File: src/rtl/hm_disp_pkg.sv
// Shared constants and types for the seven-segment display scanner.
package hm_disp_pkg;

  typedef logic [3:0] bcd_t;

  localparam logic [6:0] SEG_BLANK = 7'h7F;
  localparam logic [6:0] SEG_DASH  = 7'h3F;

  localparam logic [2:0] LAST_RT   = 3'd3;
  localparam logic [2:0] LAST_PM   = 3'd2;
  localparam logic [2:0] DP_IDX_RT = 3'd3;

endpackage

File: src/rtl/seg7_dec_hm.sv
// BCD to active-low seven-segment pattern {g,f,e,d,c,b,a}; 10-15 show a dash.
module seg7_dec_hm
  import hm_disp_pkg::*;
(
  input  bcd_t       i_bcd,
  output logic [6:0] o_seg_l
);

  always_comb begin
    o_seg_l = SEG_DASH;
    case (i_bcd)
      4'd0: o_seg_l = 7'h40;
      4'd1: o_seg_l = 7'h79;
      4'd2: o_seg_l = 7'h24;
      4'd3: o_seg_l = 7'h30;
      4'd4: o_seg_l = 7'h19;
      4'd5: o_seg_l = 7'h12;
      4'd6: o_seg_l = 7'h02;
      4'd7: o_seg_l = 7'h78;
      4'd8: o_seg_l = 7'h00;
      4'd9: o_seg_l = 7'h10;
      default: o_seg_l = SEG_DASH;
    endcase
  end

endmodule

File: src/rtl/disp_scan_hm.sv
// Seven-segment scanner: drives the digit index for the anode decoder plus the
// matching segment/decimal-point data from a shadow copy updated only at frame boundaries.
module disp_scan_hm
  import hm_disp_pkg::*;
#(
  parameter int REFRESH_COUNT = 100000,
  parameter int CNT_W         = 17
) (
  input  logic       clk,
  input  logic       rst,
  input  logic       mode,
  input  logic       rs_en,
  input  logic       upd_req,
  input  logic [3:0] d0,
  input  logic [3:0] d1,
  input  logic [3:0] d2,
  input  logic [3:0] d3,
  output logic       upd_ack,
  output logic [2:0] a,
  output logic [6:0] seg_l,
  output logic       dp_l
);

  logic [CNT_W-1:0] r_cnt;
  logic [2:0]       r_a;
  logic [6:0]       r_seg_l;
  logic             r_dp_l;
  logic             r_ack;
  logic [15:0]      r_shadow;
  logic [15:0]      r_pend;
  logic             r_pend_v;

  logic        w_tick;
  logic [2:0]  w_last;
  logic        w_wrap;
  logic        w_bound;
  logic [2:0]  w_next_a;
  logic [15:0] w_din;
  logic [15:0] w_shadow_nxt;
  bcd_t        w_digit;
  logic [6:0]  w_pat;
  logic [6:0]  w_seg_nxt;
  logic        w_dp_nxt;

  assign w_tick   = (r_cnt == CNT_W'(REFRESH_COUNT - 1));
  assign w_last   = mode ? LAST_PM : LAST_RT;
  assign w_wrap   = (r_a >= w_last);
  assign w_bound  = w_tick && w_wrap;
  assign w_next_a = w_wrap ? 3'd0 : r_a + 3'd1;
  assign w_din    = {d3, d2, d1, d0};

  // Update handshake: upd_req is a one-cycle strobe marking d3..d0 valid; the
  // digits are held as pending (latest wins) and copied into the shadow at the
  // next frame boundary, which is acknowledged by a one-cycle upd_ack after it.
  always_comb begin
    w_shadow_nxt = r_shadow;
    if (w_bound) begin
      if (upd_req)       w_shadow_nxt = w_din;
      else if (r_pend_v) w_shadow_nxt = r_pend;
    end
  end

  // The new frame's first digit must already come from the freshly loaded shadow.
  always_comb begin
    w_digit = w_shadow_nxt[3:0];
    case (w_next_a[1:0])
      2'd0: w_digit = w_shadow_nxt[3:0];
      2'd1: w_digit = w_shadow_nxt[7:4];
      2'd2: w_digit = w_shadow_nxt[11:8];
      2'd3: w_digit = w_shadow_nxt[15:12];
      default: w_digit = w_shadow_nxt[3:0];
    endcase
  end

  seg7_dec_hm u_dec (
    .i_bcd   (w_digit),
    .o_seg_l (w_pat)
  );

  always_comb begin
    w_seg_nxt = w_pat;
    w_dp_nxt  = 1'b1;
    if (!mode) begin
      if (!rs_en) begin
        w_seg_nxt = SEG_BLANK;
      end else begin
        w_dp_nxt = (w_next_a != DP_IDX_RT);
      end
    end else begin
      // Leading-zero blanking on the three-digit pulse display.
      if (w_next_a == 3'd2 && w_shadow_nxt[11:8] == 4'd0)
        w_seg_nxt = SEG_BLANK;
      if (w_next_a == 3'd1 && w_shadow_nxt[11:8] == 4'd0 && w_shadow_nxt[7:4] == 4'd0)
        w_seg_nxt = SEG_BLANK;
    end
  end

  always_ff @(posedge clk or posedge rst) begin
    if (rst) begin
      r_cnt <= '0;
    end else if (w_tick) begin
      r_cnt <= '0;
    end else begin
      r_cnt <= r_cnt + CNT_W'(1);
    end
  end

  always_ff @(posedge clk or posedge rst) begin
    if (rst) begin
      r_shadow <= '0;
      r_pend   <= '0;
      r_pend_v <= 1'b0;
      r_ack    <= 1'b0;
    end else if (w_bound) begin
      r_shadow <= w_shadow_nxt;
      r_pend_v <= 1'b0;
      r_ack    <= upd_req | r_pend_v;
    end else begin
      r_ack <= 1'b0;
      if (upd_req) begin
        r_pend   <= w_din;
        r_pend_v <= 1'b1;
      end
    end
  end

  always_ff @(posedge clk or posedge rst) begin
    if (rst) begin
      r_a     <= 3'd0;
      r_seg_l <= SEG_BLANK;
      r_dp_l  <= 1'b1;
    end else if (w_tick) begin
      r_a     <= w_next_a;
      r_seg_l <= w_seg_nxt;
      r_dp_l  <= w_dp_nxt;
    end
  end

  assign a       = r_a;
  assign seg_l   = r_seg_l;
  assign dp_l    = r_dp_l;
  assign upd_ack = r_ack;

endmodule

File: config.mk
export PLATFORM = sky130hd
export DESIGN_NAME = disp_scan_hm
export DESIGN_NICKNAME = d
export VERILOG_FILES = /design/src/rtl/hm_disp_pkg.sv /design/src/rtl/seg7_dec_hm.sv /design/src/rtl/disp_scan_hm.sv
export SDC_FILE = /design/constraint.sdc
export NUM_CORES = 1
export LEC_CHECK = 0
export CAP_MARGIN = 20
export CORE_ASPECT_RATIO = 1.25
export CORE_MARGIN = 4
export CORE_UTILIZATION = 56
export CTS_CLUSTER_DIAMETER = 120
export DETAILED_ROUTE_END_ITERATION = 8
export GPL_ROUTABILITY_DRIVEN = 0
export PLACE_DENSITY = 0.79
export SYNTH_ARGS = -nofsm -noshare
export SYNTH_HDL_FRONTEND = slang
export SYNTH_SLANG_ARGS = --single-unit
File: constraint.sdc
create_clock -name clk -period 3.3 [get_ports clk]
set_input_delay 0.99 -clock clk [delete_from_list [all_inputs] [get_ports clk]]
set_output_delay 0.99 -clock clk [all_outputs]
set_load 0.01 [all_outputs]
==> impl_results.md <==
* Status: finished, final reports clean
* Register area share after synthesis at 49.70%
* Avg Inst Size Synth at 10.65 um^2
* DIE WIDTH at 75.00 um
* PwrDens at 427.6 mW/mm^2
* RSZ-0062 raised after global routing: false
* Fraction of registers with async set/reset at 100.0%
* Primary FF master, synth: dfrtp_1
* Syn_nets at 325
* Final hold vios at 0
* I/O pin total at 33
* Initial antenna violation count at 0
* Lkg Pwr at 1.785 nW
* Compound-Gate Fraction of Synth Area at 14.54%
* Post-Synth Simple-Gate Area at 18.44%
* CP arrival at 3.20 ns
* Clock skew at 0.008090 ns
* Total power at 0.001732 W
* CP top delay family: compound AO/OA/AOI/OAI gates
* DIE AREA at 0.006880 mm^2
* Core area at 0.005443 mm^2
* Slew @ Worst Pin at 0.6431 ns
* DR WL/cell at 16.59 um
* Drt total wl at 7133 um
* Total gr overflow at 0
* Max-slew violation count at 0
* Final period util at 88.48%
* Cells after Synth at 295
* Slowest stage delay, CP at 0.37 ns
* Share of cells above drive strength 1 at 22.68%
* Vias per std cell at 5.884
* Detailed Routing Iterations Pass 1 at 4
* Post-synthesis xor/xnor area fraction at 3.624%
* Setup-failing EPs final at 0
* Worst setup margin at 0.3801 ns
* Worst path slowest cell: a221o_1
* Antenna diodes at 0
* Crit path capture type: flip-flop
* Nets at 391
* Clock slew at reported path FFs at 0.07 ns
* Total track usage at 22.83%
* Number of flops mapped to enable cells by yosys at 0
* Pin count of the biggest net entering global routing at 33
* Detailed placement HPWL at 5052 um
* Remaining DRCs at 0
* First-pass GRT wire length at 12,110 um
* ANT nets after route at 0
* Cells along the critical path: dlymetal6s2s_1 -> inv_1 -> ha_1 -> nand2b_4 -> a221o_1 -> buf_4 -> nand3_1 -> o2111ai_1 -> inv_1 -> buf_4 -> ha_1 -> nand2_1 -> o221a_1 -> o22a_1
* Routed vias at 2,530
* CTS tree: yes
* Hold_ws at 0.4787 ns
* CTS buffer count at 9
* Cts hold-fix bufs at 0
* Initial Utilization at 57.72%
* CTS sink count at 62
* Worst relative slew slack at 57.07%
* Seq cells post-synth at 62
* Worst Path Buf+Inv at 5
* Non-Filler Cell Area, Final at 0.004050 mm^2
* Detailed router's first-iteration violation count at 151
* Clk buf depth at 2
* Distinct cells, synth at 61
* Area Growth Syn to Fin at 28.91%
* Port Buf Inserts at 32
* Max Fanout on Critical Path at 4
* Worst min path class: flip-flop to flip-flop
* Worst skew pair latency at 0.35 ns
* Crit Path Class: input pin to flip-flop
* Adder-Cell Fraction of Synth Area at 3.584%
* CTS root buf: clkbuf_8
* H-tree level count at 3
* Commonest non-fill, non-tap cell in the layout: dfrtp_1
* Crit path launch type: input pin
* DIE HEIGHT at 91.75 um
* Proportion of synthesized area in mux cells at 7.168%
* Placement Cell Area at 0.003754 mm^2
* Worst vdd ir at 0.0003127 V
* Max Fclk at 0.3425 GHz
* Netlist Area Pre-Place at 0.003142 mm^2
* Placement Setup Slack at -0.4251 ns
* Worst endpoint required time at 3.58 ns
* Most frequent cells in the layout: 54 x dfrtp_1, 31 x clkdlybuf4s50_1, 30 x buf_4, 28 x nand2_1, 25 x nor2_1
* Yosys warnings at 0
* Largest family of logic cells by synthesized area: simple AND/OR/NAND/NOR gates
* Row count at 30
* Number of global-route vias before repair at 2,674
* Clock period minus worst slack at 2.920 ns
* Max_cap viols at 0
==> what timing repair did <==
| action | CTS | global route |
|---|---|---|
| cloned | 0 | 0 |
| pin swaps | 2 | 2 |
| setup buffers | 1 | 1 |
| gates resized for setup | 5 | 3 |
| endpoints found under the setup margin | 5 | 7 |
==> worst reg2reg max path, cell delays in order (launching register included) <==
cell and delay (ns):
dfrtp_1 0.38, buf_4 0.18, ha_1 0.44, inv_1 0.17, a221o_1 0.42, buf_4 0.15, nand3_1 0.07, o2111ai_1 0.14
inv_1 0.13, buf_4 0.12, ha_1 0.15, nand2_1 0.06, o221a_1 0.24, o22a_1 0.15
==> registers in the layout, indices dropped and copies added, names as in the netlist <==
signal    cells
a             3
dp_l          1
r_cnt        17
r_pend       16
r_pend_v      1
r_shadow     16
seg_l         7
upd_ack       1
==> stage by stage <==
| stage | utilization (%) | cells | setup TNS [ns] |
|---|---|---|---|
| floorplan | - | 295 | 0 |
| global placement | 68.97 | 412 | -2.320 |
| detailed placement | 68.97 | 412 | -3.240 |
| CTS | 73.91 | 429 | 0 |
| global route | 74.41 | 430 | 0 |
| finish | 74.41 | 430 | 0 |
==> final timing paths <==
kind                              from     endpoint  slack [ns]  depth (start not counted)
setup / recovery                  mode     seg_l[4]        0.38                         14
setup reg to reg                  a[0]     seg_l[4]        0.44                         13
min in group asynchronous          rst   r_pend[11]        1.05                          2
hold / removal             r_shadow[1]  r_shadow[1]        0.48                          2
max in group asynchronous          rst     seg_l[5]        1.58                          3
hold reg to reg            r_shadow[1]  r_shadow[1]        0.48                          2
==> layout make-up <==
class	count	area [um^2]
multi-input combinational	214	1519
tap	64	80.08
timing repair buffer	65	608.1
clock buffer	11	141.4
fill	385	1393
sequential	62	1562
clock inverter	5	106.4
inverter	9	33.78
==> power breakdown <==
part | leakage [nW] | switching (W) | total (W) | internal [W]
clock network | 0.120 | 0.000302 | 0.000826 | 0.000524
logic | 0.899 | 0.0000491 | 0.000111 | 0.0000623
registers | 0.766 | 0.0000114 | 0.000794 | 0.000783
total | 1.78 | 0.000363 | 0.00173 | 0.00137
==> Yosys cell counts (all sizes together) (2+ instances only) <==
cell type	count	area, um^2
nor2b	4	25.02
a21oi	12	63.81
mux2i	3	30.03
or3	2	12.51
nand4	4	25.02
a21o	2	15.01
xor2	7	61.31
nand2b	3	26.27
nor2	25	93.84
nor4b	2	32.53
a31oi	9	56.30
o22ai	6	37.54
and3	5	31.28
and4	4	35.03
o21ai	11	55.05
inv	9	33.78
ha	9	112.6
buf	6	43.79
xnor2	6	52.55
nand2	28	105.1
mux2	17	195.2
nand3	13	70.07
and2	6	37.54
dfrtp	54	1351
o22a	2	17.52
dfstp	8	210.2
a22o	2	17.52
o2bb2ai	2	17.52
clkbuf	4	15.01
nor3	2	21.27
and4bb	2	25.02
a22oi	8	60.06
==> cells by family after synthesis <==
family	after synthesis
mux	20
fa+ha+maj	9
simple gates	105
buf+inv	19
flops	62
compound gates	67
xor+xnor	13
==> routing by layer <==
layer / share of wire (%) / global-route usage [%] / wire length, um
met1: 39 / 26.25 / 2807
met2: 54 / 39.83 / 3882
met3: 4.2 / 4.605 / 298
met4: 2.0 / 9.644 / 145
met5: 0 / 0 / 0
No activity file was read; power rests on OpenSTA's default activity.
==> edit 1 (same settings) <==
Register the input `mode` before use, without a reset. The logic sees it one clock later. The other inputs are not delayed to match.
--- a/src/rtl/disp_scan_hm.sv
+++ b/src/rtl/disp_scan_hm.sv
@@ -22,4 +22,10 @@
 );
 
+  logic mode_q;
+
+  always_ff @(posedge clk) begin
+    mode_q <= mode;
+  end
+
   logic [CNT_W-1:0] r_cnt;
   logic [2:0]       r_a;
@@ -44,5 +50,5 @@
 
   assign w_tick   = (r_cnt == CNT_W'(REFRESH_COUNT - 1));
-  assign w_last   = mode ? LAST_PM : LAST_RT;
+  assign w_last   = mode_q ? LAST_PM : LAST_RT;
   assign w_wrap   = (r_a >= w_last);
   assign w_bound  = w_tick && w_wrap;
@@ -81,5 +87,5 @@
     w_seg_nxt = w_pat;
     w_dp_nxt  = 1'b1;
-    if (!mode) begin
+    if (!mode_q) begin
       if (!rs_en) begin
         w_seg_nxt = SEG_BLANK;
Formal check against the unedited RTL: same outputs for any inputs over 10 cycles, from zero or initial values and one cycle with rst high; that may be too few to reach the edited logic, so the function may still have changed.
==> edit 1 against the unedited design <==
Combinational power rose by 23%. Sequential power is 3.1% higher. Worst hold slack worse by 7.0 ps. Final area down 6.1%. Setup slack got worse by 57 ps. Synthesized cell count increased by 0.34%. Count of clock-buffer cells in the layout up 1. Total power is 7.1% lower. Routed wire length decreased by 7.4%. Sequential cell count is 1 higher. Clock skew shrank 1.4 ps. Sequential share of layout area is 3.0 points higher. Area after synthesis increased by 0.64%. Critical endpoint unchanged. Largest power group is now registers.
==> edit 1: results (changes against the unedited design) <==
| Metric | Value |
|---|---|
| Hold_sp | `r_shadow[3]$_DFFE_PP0N_` |
| Vias in the first global route | `2,452 (-8.3%)` |
| Global-route wire length before repair | `11,300 um (-6.6%)` |
| Yosys warns | `0 (unchanged)` |
| Largest net degree at the start of global routing | `36 (+9.1%)` |
| Total number of vias | `2,437 (-3.7%)` |
| CP Max Fanout | `10 (+6)` |
| Worst setup path start | `a[0]$_DFFE_PP0N_` |
| Clk slew on worst S/H paths | `70 ps (about the same)` |
| GRT Total Usage | `21.3% (-1.5 points)` |
| Filler Cells Inserted | `406 (+5.5%)` |
| Crit-path max cell delay | `520 ps (+150 ps)` |
| R2r setup slk | `320 ps (-120 ps)` |
| RR Endpoint | `seg_l[4]$_DFFE_PP1N_` |
| Drt first pass iters | `4 (unchanged)` |
| Crit start category | `flop` |
| Final HPWL DP | `4880 um (-3.4%)` |
| DRT iter0 DRCs | `87 (-42%)` |
| Regs by FF count | `r_cnt: 17 flops, r_pend: 16 flops, r_shadow: 16 flops` |
| CTS buffer count | `9 (unchanged)` |
| Setup WS pre-CTS | `-8.67 ps (+416 ps)` |
| Tightest Hold Check Type | `flop to flop` |
| Placed cell area | `3610 um2 (-3.7%)` |
| Post-CTS setup buffers | `0 (-1)` |
| Max IR drop VDD | `329 uV (+5.3%)` |
| Status | `complete, no violations` |
| Finished Layout Cells | `411 (-4.4%)` |
| Clock tree buffer depth | `2 (unchanged)` |
| R2r startpoint | `a[0]$_DFFE_PP0N_` |
| Layout cell share with drive strength beyond 1 | `16.7% (-6.0 points)` |
| Synth unique cells | `62 (+1.6%)` |
| # resized after CTS | `0 (-5)` |
| CP arrival | `3250 ps (+50 ps)` |
| Leak | `1.66 nW (-7.1%)` |
| Avg Cell Area, Syn | `10.7 um2 (+0.30%)` |
| Hold EP | `r_shadow[3]$_DFFE_PP0N_` |
| ANT cells | `0 (unchanged)` |
| Synth top area cells | `dfrtp_1, dfstp_2, mux2_2` |
| GR Layer Usage met3 | `5.04% (+0.44 points)` |
| Grt met1 use | `25.6% (-0.68 points)` |
| Async SR Flop Fraction | `98.4% (-1.6 points)` |
| Commonest cells in the netlist | `dfrtp_1, nand2_1, nor2_1` |
| Setup Skew | `6.67 ps (-1.42 ps)` |
| Placed Cells | `395 (-4.1%)` |
| Final wirelength | `6600 um (-7.4%)` |
| R2r worst-path depth | `12 (-1)` |
| Worst Hold Path Cells | `2 (unchanged)` |
| Met2 Use GR | `34.7% (-5.2 points)` |
| Register area share after synthesis | `50.0% (+0.32 points)` |
| Critical Path Slowest Stage Cell | `dfrtp_1` |
| Mapped Nets | `326 (+0.31%)` |
| Synth Flop Type | `dfrtp_1` |
| Slew headroom | `60.5% (+3.4 points)` |
| # nets final | `372 (-4.9%)` |
-- edit 1: cell count changes in the layout (fill, tap and decap cells not counted), sizes merged --
cell	delta
clkbuf	+1
clkdlybuf4s50	+1
dlymetal6s2s	-1
clkinvlp	-1
dfxtp	+1
bufinv	-2
clkinv	+2
buf	-20
-- edit 1: worst max-delay path by stage --
stage	end	slack, ps
after floorplan	seg_l[1]$_DFFE_PP1N_	380
after global placement	seg_l[0]$_DFFE_PP1N_	30
after detailed placement	seg_l[0]$_DFFE_PP1N_	-9
after CTS	seg_l[4]$_DFFE_PP1N_	320
after global routing	seg_l[2]$_DFFE_PP1N_	60
final	seg_l[4]$_DFFE_PP1N_	320
-- edit 1: critical path: cells and delay by family (launching register included) --
kind	cells	cell delay [ps]
and+or+nand+nor	3	510
adders and majority gates	2	490
buffers and inverters	3	510
AOI/OAI and AO/OA	4	900
DFF	1	520
-- edit 1: layout make-up --
cell class	instances	share of cell area (%)
Clock inverter	4	1.18
Inverter	9	0.888
Sequential cell	63	41.6
Tap cell	64	2.11
Clock buffer	12	3.82
Multi-Input combinational cell	214	39.1
Timing Repair Buffer	45	11.3
-- edit 1: cells by family (layout without fill, tap and decap cells) --
kind of cell | count (synthesis) | in the layout | share of synthesized area (%)
AND/OR/NAND/NOR | 105 | 105 | 18.3
AO/OA/AOI/OAI | 67 | 67 | 14.4
adder cells (fa/ha/maj) | 9 | 9 | 3.56
flip-flops | 63 | 63 | 50.0
buffers and inverters | 19 | 70 | 2.93
multiplexers | 20 | 20 | 7.12
XOR/XNOR | 13 | 13 | 3.60
-- edit 1: layer usage --
layer | part of all wire (%) | wire [um]
met3 | 4.6 | 306
met2 | 51 | 3400
met1 | 41 | 2700
met4 | 3.0 | 195
met5 | 0 | 0
-- edit 1: stage by stage --
stage | util [%] | hold slack (ps)
4_1_cts | 69.9 | 476
3_3_place_gp | 66.4 | 458
6_report | 69.9 | 472
2_1_floorplan | - | 433
5_1_grt | 69.9 | 498
3_5_place_dp | 66.4 | 460
-- edit 1: where the power goes --
group / internal, W / total, W / leakage, nW / switching, W
clock: 0.000366 / 0.000655 / 0.100 / 0.000289
sequential: 0.000802 / 0.000819 / 0.768 / 0.0000175
combinational: 0.0000712 / 0.000136 / 0.789 / 0.0000649
total: 0.00124 / 0.00161 / 1.66 / 0.000371
==> edit 2 (config.mk and constraints unchanged) <==
Made on the original files. The parameter `CNT_W` goes from 17 to 21.
--- a/src/rtl/disp_scan_hm.sv
+++ b/src/rtl/disp_scan_hm.sv
@@ -5,5 +5,5 @@
 #(
   parameter int REFRESH_COUNT = 100000,
-  parameter int CNT_W         = 17
+  parameter int CNT_W         = 21
 ) (
   input  logic       clk,
Check against the original RTL: no difference found for any inputs over 10 cycles, from zero or initial values and one cycle with rst high; that may be too few to reach the edited logic, so the function may still have changed.
==> edit 2 against the unedited design <==
Area after synthesis rose by 15%. Worst hold slack improved by 13 ps. Routed wire length rose by 19%. Final area increased by 13%. Global-route usage rose by 1.1 points. Register-to-register slack got worse by 140 ps. Sequential power is 6.4% higher. Setup slack got worse by 240 ps. Total power down 5.2%. Sequential cell count increased by 4. Non-clock buffer count up 12.
==> edit 2: results (changes against the unedited design) <==
| Metric | Value |
|---|---|
| Regs by FF count | `r_cnt: 21 flops, r_pend: 16 flops, r_shadow: 16 flops` |
| Non-clock buffer count | `77 (+18%)` |
| CP arrival | `3420 ps (+220 ps)` |
| Filler Cells Inserted | `445 (+16%)` |
| Placed Cells | `490 (+19%)` |
| Switch Pwr | `0.000352 W (-2.9%)` |
| Post-CTS setup buffers | `0 (-1)` |
| # resized after CTS | `8 (+3)` |
| Hold_sp | `seg_l[2]$_DFFE_PP1N_` |
| DRT iter0 DRCs | `147 (-2.6%)` |
| GR Layer Usage met3 | `4.70% (+0.10 points)` |
| Register area share after synthesis | `46.0% (-3.7 points)` |
| Largest net degree at the start of global routing | `36 (+9.1%)` |
| Multi-input gate area | `1870 um2 (+23%)` |
| Layout clock area frac | `4.31% (-1.8 points)` |
| R2r worst-path depth | `12 (-1)` |
| Commonest cells in the netlist | `dfrtp_1, nor2_1, nand2_1` |
| Non-clock buffer share of cell area | `15.0% (+0.033 points)` |
| Mapped Nets | `371 (+14%)` |
| Sequential cells | `66 (+6.5%)` |
| Max IR drop VDD | `300 uV (-4.0%)` |
| R2r startpoint | `r_cnt[0]$_DFF_PP0_` |
| Met1 WL | `3570 um (+27%)` |
| Crit-path max cell delay | `340 ps (-30 ps)` |
| Global-route wire length before repair | `14,700 um (+22%)` |
| Status | `complete, no violations` |
| Inverters | `14 (+5)` |
| Yosys warns | `0 (unchanged)` |
| Layout cell share with drive strength beyond 1 | `28.5% (+5.8 points)` |
| Setup Skew | `5.81 ps (-2.28 ps)` |
| R2r setup slk | `300 ps (-140 ps)` |
| WL per Instance | `16.7 um (+0.94%)` |
| DR WL met3 | `368 um (+23%)` |
| # nets final | `446 (+14%)` |
| RR Endpoint | `seg_l[5]$_DFFE_PP1N_` |
| Clk_buf instances | `14 (+3)` |
| Min Hold Slack | `492 ps (+13.0 ps)` |
| Reg area | `1660 um2 (+6.4%)` |
| Post-DR vias/cell | `5.82 (-1.0%)` |
| Vias in the first global route | `3,155 (+18%)` |
| Final wirelength | `8470 um (+19%)` |
| Critical Path Slowest Stage Cell | `a211o_1` |
| Avg Cell Area, Syn | `10.6 um2 (-0.47%)` |
| CP Max Fanout | `9 (+5)` |
| Leak | `1.96 nW (+9.7%)` |
| Synth top area cells | `dfrtp_1, dfstp_2, mux2_2` |
| Grt met1 use | `29.7% (+3.5 points)` |
| GRT Total Usage | `23.9% (+1.1 points)` |
| Final HPWL DP | `6300 um (+25%)` |
-- edit 2: cell count changes after synthesis, moves of 3 or more --
cell / unedited run / this run
a31oi_1: 9 / 3
nand3_1: 12 / 16
buf_2: 2 / 5
nor2_1: 25 / 28
o22ai_1: 6 / 11
dfrtp_1: 54 / 58
inv_1: 9 / 13
o21ai_1: 1 / 5
and4_1: 4 / 1
and3_1: 5 / 8
xnor2_1: 6 / 11
nor3_1: 1 / 5
-- edit 2: power groups by stage --
stage	Combinational, W	Sequential, W	Clock [W]
after floorplan	0.0000621	0.000857	0
after global placement	0.000120	0.000857	0
after detailed placement	0.000122	0.000859	0
after CTS	0.000122	0.000844	0.000689
after global routing	0.000134	0.000846	0.000732
final	0.000120	0.000845	0.000676
-- edit 2: cells by family after synthesis --
group	share of synthesized area [%]
buffers and inverters	3.39
and+or+nand+nor	20.1
xor gates and xnor gates	4.12
adders and majority gates	3.12
AOI/OAI and AO/OA	17.7
muxes	5.57
DFF	46.0
-- edit 2: how the worst max path moves through the flow --
stage | startpoint | end | slack [ps] | depth (start not counted)
after floorplan | mode | seg_l[4]$_DFFE_PP1N_ | 30 | 15
after global placement | mode | seg_l[5]$_DFFE_PP1N_ | -500 | 15
after detailed placement | mode | seg_l[5]$_DFFE_PP1N_ | -510 | 15
after CTS | mode | seg_l[4]$_DFFE_PP1N_ | 180 | 15
after global routing | mode | seg_l[4]$_DFFE_PP1N_ | 5 | 15
final | mode | seg_l[4]$_DFFE_PP1N_ | 140 | 15
-- edit 2: per-stage QoR --
stage          area, um2  setup slack [ps]
4_1_cts             4580               180
3_3_place_gp        4360              -499
5_1_grt             4580              5.15
6_report            4580               143
3_5_place_dp        4360              -506
2_1_floorplan       3650              32.6
